--- config.mk ---
export PLATFORM = sky130hd
export DESIGN_NAME = seg_scan_mux
export DESIGN_NICKNAME = d
export VERILOG_FILES = /design/src/rtl/seg_scan_mux.sv
export SDC_FILE = /design/constraint.sdc
export NUM_CORES = 1
export LEC_CHECK = 0
export ABC_AREA = 1
export CORE_UTILIZATION = 65
export CTS_CLUSTER_DIAMETER = 50
export DETAILED_ROUTE_END_ITERATION = 10
export DONT_BUFFER_PORTS = 1
export PLACE_DENSITY = 0.78
export SKIP_LAST_GASP = 1
export SLEW_MARGIN = 20
export SYNTH_ARGS = -nofsm -noshare
export SYNTH_HDL_FRONTEND = slang
export SYNTH_SLANG_ARGS = --single-unit
--- constraint.sdc ---
create_clock -name clk -period 3.2 [get_ports clk]
set_input_delay 0.64 -clock clk [delete_from_list [all_inputs] [get_ports clk]]
set_output_delay 0.64 -clock clk [all_outputs]
set_load 0.02 [all_outputs]
--- src/rtl/seg_scan_mux.sv ---
// Time-multiplexed N-digit 7-segment driver: shadow registers, prescaled digit scan,
// per-digit decimal points, optional hex glyphs, leading-zero and inter-digit blanking.
module seg_scan_mux #(
    parameter int N_DIGITS   = 4,
    parameter int SCAN_DIV   = 1000,
    parameter int BLANK_CYC  = 1,
    parameter int HEX_MODE   = 0,
    parameter int ACTIVE_LOW = 1
) (
    input  logic                                          clk,
    input  logic                                          rst_n,
    input  logic                                          load,
    input  logic [4*N_DIGITS-1:0]                         digits_in,
    input  logic [N_DIGITS-1:0]                           dp_in,
    input  logic                                          lz_en,
    output logic [N_DIGITS-1:0]                           an,
    output logic [6:0]                                    seg,
    output logic                                          dp,
    output logic [(N_DIGITS > 1 ? $clog2(N_DIGITS) : 1)-1:0] digit_idx,
    output logic                                          frame_tick
);

    localparam int          IDX_W   = (N_DIGITS > 1) ? $clog2(N_DIGITS) : 1;
    localparam int          P_W     = $clog2(SCAN_DIV);
    localparam int unsigned LIT_CYC = SCAN_DIV - BLANK_CYC;
    localparam logic [IDX_W-1:0] K_MAX = IDX_W'(N_DIGITS - 1);
    localparam logic [P_W-1:0]   P_MAX = P_W'(SCAN_DIV - 1);
    localparam logic        INV     = (ACTIVE_LOW != 0);

    logic [4*N_DIGITS-1:0] shadow_digits;
    logic [N_DIGITS-1:0]   shadow_dp;
    logic                  shadow_lz;
    logic [P_W-1:0]        p;
    logic [IDX_W-1:0]      k;

    logic                  lit;
    logic [3:0]            cur_code;
    logic                  cur_dp;
    logic                  cur_blank;
    logic [N_DIGITS-1:0]   an_n;
    logic [6:0]            seg_n;
    logic                  dp_n;

    function automatic logic [6:0] decode(input logic [3:0] code);
        logic [6:0] g;
        case (code)
            4'd0:    g = 7'h3F;
            4'd1:    g = 7'h06;
            4'd2:    g = 7'h5B;
            4'd3:    g = 7'h4F;
            4'd4:    g = 7'h66;
            4'd5:    g = 7'h6D;
            4'd6:    g = 7'h7D;
            4'd7:    g = 7'h07;
            4'd8:    g = 7'h7F;
            4'd9:    g = 7'h6F;
            4'd10:   g = (HEX_MODE != 0) ? 7'h77 : 7'h00;
            4'd11:   g = (HEX_MODE != 0) ? 7'h7C : 7'h00;
            4'd12:   g = (HEX_MODE != 0) ? 7'h39 : 7'h00;
            4'd13:   g = (HEX_MODE != 0) ? 7'h5E : 7'h00;
            4'd14:   g = (HEX_MODE != 0) ? 7'h79 : 7'h00;
            default: g = (HEX_MODE != 0) ? 7'h71 : 7'h00;
        endcase
        return g;
    endfunction

    // Digit i is a leading zero when it and every digit above it are zero.
    always_comb begin
        cur_code  = '0;
        cur_dp    = 1'b0;
        cur_blank = 1'b0;
        an_n      = '0;
        lit       = (32'(p) < LIT_CYC);
        for (int unsigned j = 0; j < N_DIGITS; j++) begin
            if (IDX_W'(j) == k) begin
                cur_code  = shadow_digits[4*j +: 4];
                cur_dp    = shadow_dp[j];
                cur_blank = shadow_lz && (j != 0) && ((shadow_digits >> (4*j)) == '0);
                an_n[j]   = lit;
            end
        end
        seg_n = (lit && !cur_blank) ? decode(cur_code) : '0;
        dp_n  = lit && cur_dp;
    end

    always_ff @(posedge clk) begin
        if (!rst_n) begin
            shadow_digits <= '0;
            shadow_dp     <= '0;
            shadow_lz     <= 1'b0;
            p             <= '0;
            k             <= '0;
            an            <= {N_DIGITS{INV}};
            seg           <= {7{INV}};
            dp            <= INV;
            digit_idx     <= '0;
            frame_tick    <= 1'b0;
        end else begin
            if (load) begin
                shadow_digits <= digits_in;
                shadow_dp     <= dp_in;
                shadow_lz     <= lz_en;
            end
            if (p == P_MAX) begin
                p <= '0;
                k <= (k == K_MAX) ? '0 : k + 1'b1;
            end else begin
                p <= p + 1'b1;
            end
            an         <= an_n ^ {N_DIGITS{INV}};
            seg        <= seg_n ^ {7{INV}};
            dp         <= dp_n ^ INV;
            digit_idx  <= k;
            frame_tick <= (p == P_MAX) && (k == K_MAX);
        end
    end

endmodule

==> metrics <==
number of slew-limit violations in the final report=0; share of the yosys chip area belonging to registers=0.453; CTS buffer count=5; Required @ worst endpoint=3.42 ns; weighted congestion reported at the end of routability-driven placement=0.853; library cell occupying the most area in the post-synthesis netlist=sky130_fd_sc_hd__dfxtp_1; peak supply drop=around 0.32 mV; final period demand of the worst path=2.10 ns; Mapped Area=between 2000 and 2500 sq um; cell count after synthesis=272; area post-placement=2140 sq um; CP peak stage delay=0.43 ns; count of final setup violators=0; type of the worst min-delay path=input port to register; clock insertion delay at the later pin of the skew report=0.35 ns; CTS root buffer=sky130_fd_sc_hd__clkbuf_4; height of the die=59.2 um; top post-synthesis cells by area=sky130_fd_sc_hd__dfxtp_1, sky130_fd_sc_hd__nor2_1, sky130_fd_sc_hd__nand2_1, sky130_fd_sc_hd__ha_1, sky130_fd_sc_hd__o21ai_0; total number of clock tree sinks=48; fillcell total=283; design internal power=744 uW; cell family contributing the most delay on the critical path=adder cells; Final Routed Wirelength=around 3700 um; clock transition at the register clock pins on the worst setup and hold paths after CTS=0.12 ns; register bit total from synthesis=48; final hold viol count=0; critical path class=register to register; Max Root-Sink Buffers=2; die outline area=3500 sq um; Ys Warns=0; Max Cap Viol=0; global route total overflow=0; average wire length per cell after detail routing=11.8 um; global-route wire length before repair=approximately 6000 um; worst endpoint data arrival time=2.32 ns; Critical-path top delay cell=sky130_fd_sc_hd__dfxtp_1; Setup TNS=0 ns; Reg power frac=0.662; share of cells above drive strength 1=0.0959; hold-fix buffers at CTS=0; Yosys top cell area share=0.453; count of antenna-violating nets left after detailed routing=0; Tcrit/Tclk final=0.656; drt drc=0; buffers and inverters on the worst path=3; maximum level of the CTS H-tree=2; endpoint kind of the worst setup timing path=register; average footprint of a synthesized cell=7.81 sq um; power density over the cells=about 460 nW/um^2; largest net degree at the start of global routing=30; category of the worst setup path launch point=register; port buffer count=0; worst-case headroom to the max-slew limit=0.556; initial DRC count=between 90 and 100; fraction of power consumed by combinational cells=0.089; setup repair after global routing missed its margin=no; total number of vias=1626; outcome=finished, final reports clean; synthesized netlist net count=306; row cnt=20; antenna violations before repair=0; Antenna Cells=0; final worst clock skew=0.00921 ns; crit-path cells=inv_1 > ha_1 > a21oi_1 > nand2_1 > a21boi_2 > inv_1 > ha_1 > inv_1 > nand3_1 > nand3_1 > nand3_1; post-detailed-route via-to-cell ratio=between 5 and 6; Switching Share=0.252; Max Fclk=roughly 480 MHz; postcts setup bufs=0; area overhead of the layout relative to synthesis=2.77%; placeable core region=3080 sq um; post-route cell area=2180 sq um; slew of the pin with the lowest slew margin=0.662 ns; IO Pins=39; DPL Wire Length=2780 um; Crit Path Max Fanout=10; number of detailed-route iterations in the first pass=4; vias in the first global route=around 1400; DIE WIDTH=59.2 um; Synth cell types=34; overall global routing resource usage=0.230; sw power=250 uW; post_cts resized=0; starting utilization of the core area=0.690; TritonCTS clock tree=done; Leakage Power=0.939 nW; net count of the finished layout=305; clock group share of total power=0.249
## cell type report
type	count	area, sq um	area share
Clock buffer	6	41.3	0.0189
Multi-Input combinational cell	185	1000	0.459
Clock inverter	1	5.00	0.00229
Inverter	31	118	0.0539
Tap cell	44	55.1	0.0252
Sequential cell	48	961	0.440
## through the flow
step                      setup WS (ns)   util  instances  hold WS (ns)  power, mW
after global placement             1.21  0.694        308         0.432      0.758
final                              1.10  0.709        315         0.395      0.994
after CTS                          1.08  0.709        315         0.377       1.00
after floorplan                    1.38      -        272         0.418      0.746
after global routing              0.917  0.709        315         0.377       1.05
after detailed placement           1.11  0.694        308         0.445      0.761
## synthesized netlist by cell type
library cell / n
sky130_fd_sc_hd__a21boi_2: 1
sky130_fd_sc_hd__a21oi_1: 19
sky130_fd_sc_hd__a21oi_2: 1
sky130_fd_sc_hd__a21oi_4: 2
sky130_fd_sc_hd__buf_2: 1
sky130_fd_sc_hd__buf_4: 1
sky130_fd_sc_hd__buf_6: 1
sky130_fd_sc_hd__clkbuf_1: 5
sky130_fd_sc_hd__clkinv_1: 2
sky130_fd_sc_hd__clkinv_2: 1
sky130_fd_sc_hd__dfxtp_1: 48
sky130_fd_sc_hd__ha_1: 10
sky130_fd_sc_hd__inv_1: 24
sky130_fd_sc_hd__inv_2: 4
sky130_fd_sc_hd__nand2_1: 39
sky130_fd_sc_hd__nand2_2: 3
sky130_fd_sc_hd__nand2_4: 2
sky130_fd_sc_hd__nand3_1: 21
sky130_fd_sc_hd__nand3_2: 2
sky130_fd_sc_hd__nand3b_1: 1
sky130_fd_sc_hd__nand4_1: 1
sky130_fd_sc_hd__nor2_1: 43
sky130_fd_sc_hd__nor2_2: 1
sky130_fd_sc_hd__nor3_1: 3
sky130_fd_sc_hd__nor3_2: 1
sky130_fd_sc_hd__nor3b_1: 1
sky130_fd_sc_hd__nor4_1: 1
sky130_fd_sc_hd__o211ai_1: 1
sky130_fd_sc_hd__o21ai_0: 24
sky130_fd_sc_hd__o21ai_1: 2
sky130_fd_sc_hd__o21ai_2: 1
sky130_fd_sc_hd__o21ai_4: 1
sky130_fd_sc_hd__o31ai_1: 1
sky130_fd_sc_hd__xor2_1: 3
## cell families after synthesis
group           synth area share
compound gates             0.150
xor+xnor                  0.0124
fa+ha+maj                 0.0589
buf+inv                   0.0754
flops                      0.453
simple gates               0.251
## flip-flops by register name, summed over array words and instances (netlist names), 2 cells and up
name / cells
shadow_digits: 16
p: 10
digit_idx: 2
shadow_dp: 4
k: 2
an: 4
seg: 7
## power by group through the flow
stage	logic, mW	registers [mW]	clock network, mW
2_1_floorplan	0.0794	0.667	0
3_3_place_gp	0.0871	0.671	0
3_5_place_dp	0.0892	0.671	0
4_1_cts	0.0895	0.658	0.256
5_1_grt	0.103	0.663	0.283
6_report	0.0887	0.658	0.248
## cells in the final DEF, fill, tap and decap left out, types with 4 or more instances in the layout
| master | instances |
|---|---|
| sky130_fd_sc_hd__dfxtp_1 | 48 |
| sky130_fd_sc_hd__nor2_1 | 43 |
| sky130_fd_sc_hd__nand2_1 | 39 |
| sky130_fd_sc_hd__inv_1 | 24 |
| sky130_fd_sc_hd__o21ai_0 | 24 |
| sky130_fd_sc_hd__nand3_1 | 21 |
| sky130_fd_sc_hd__a21oi_1 | 19 |
| sky130_fd_sc_hd__ha_1 | 10 |
| sky130_fd_sc_hd__clkbuf_4 | 5 |
| sky130_fd_sc_hd__inv_2 | 4 |
## path summary, 6_finish.rpt
kind              slack, ns                 to  cells past startpoint         startpoint
hold / removal         0.39    p[2]$_SDFF_PP0_                      2              rst_n
setup / recovery       1.10  seg[3]$_SDFF_PN1_                     11  k[0]$_SDFFE_PN0P_
setup reg to reg       1.10  seg[3]$_SDFF_PN1_                     11  k[0]$_SDFFE_PN0P_
hold reg to reg        0.47    p[0]$_SDFF_PP0_                      1    p[0]$_SDFF_PP0_
## worst reg2reg max path, cell delays in order (launching register included)
cell and delay (ns):
sky130_fd_sc_hd__dfxtp_1 0.43, sky130_fd_sc_hd__inv_1 0.11, sky130_fd_sc_hd__ha_1 0.35, sky130_fd_sc_hd__a21oi_1 0.17
sky130_fd_sc_hd__nand2_1 0.08, sky130_fd_sc_hd__a21boi_2 0.24, sky130_fd_sc_hd__inv_1 0.10, sky130_fd_sc_hd__ha_1 0.19
sky130_fd_sc_hd__inv_1 0.05, sky130_fd_sc_hd__nand3_1 0.08, sky130_fd_sc_hd__nand3_1 0.09, sky130_fd_sc_hd__nand3_1 0.08
## per-layer routing
layer,GRT usage,vias to the layer above,wire length (um),share of wire
li1,-,872,-,-
met1,0.311,712,1880,0.51
met2,0.362,36,1610,0.43
met3,0.0568,6,183,0.049
met4,0.0714,0,46,0.012
met5,0,-,0,0
Note: power is estimated with default switching activity, not from simulation.
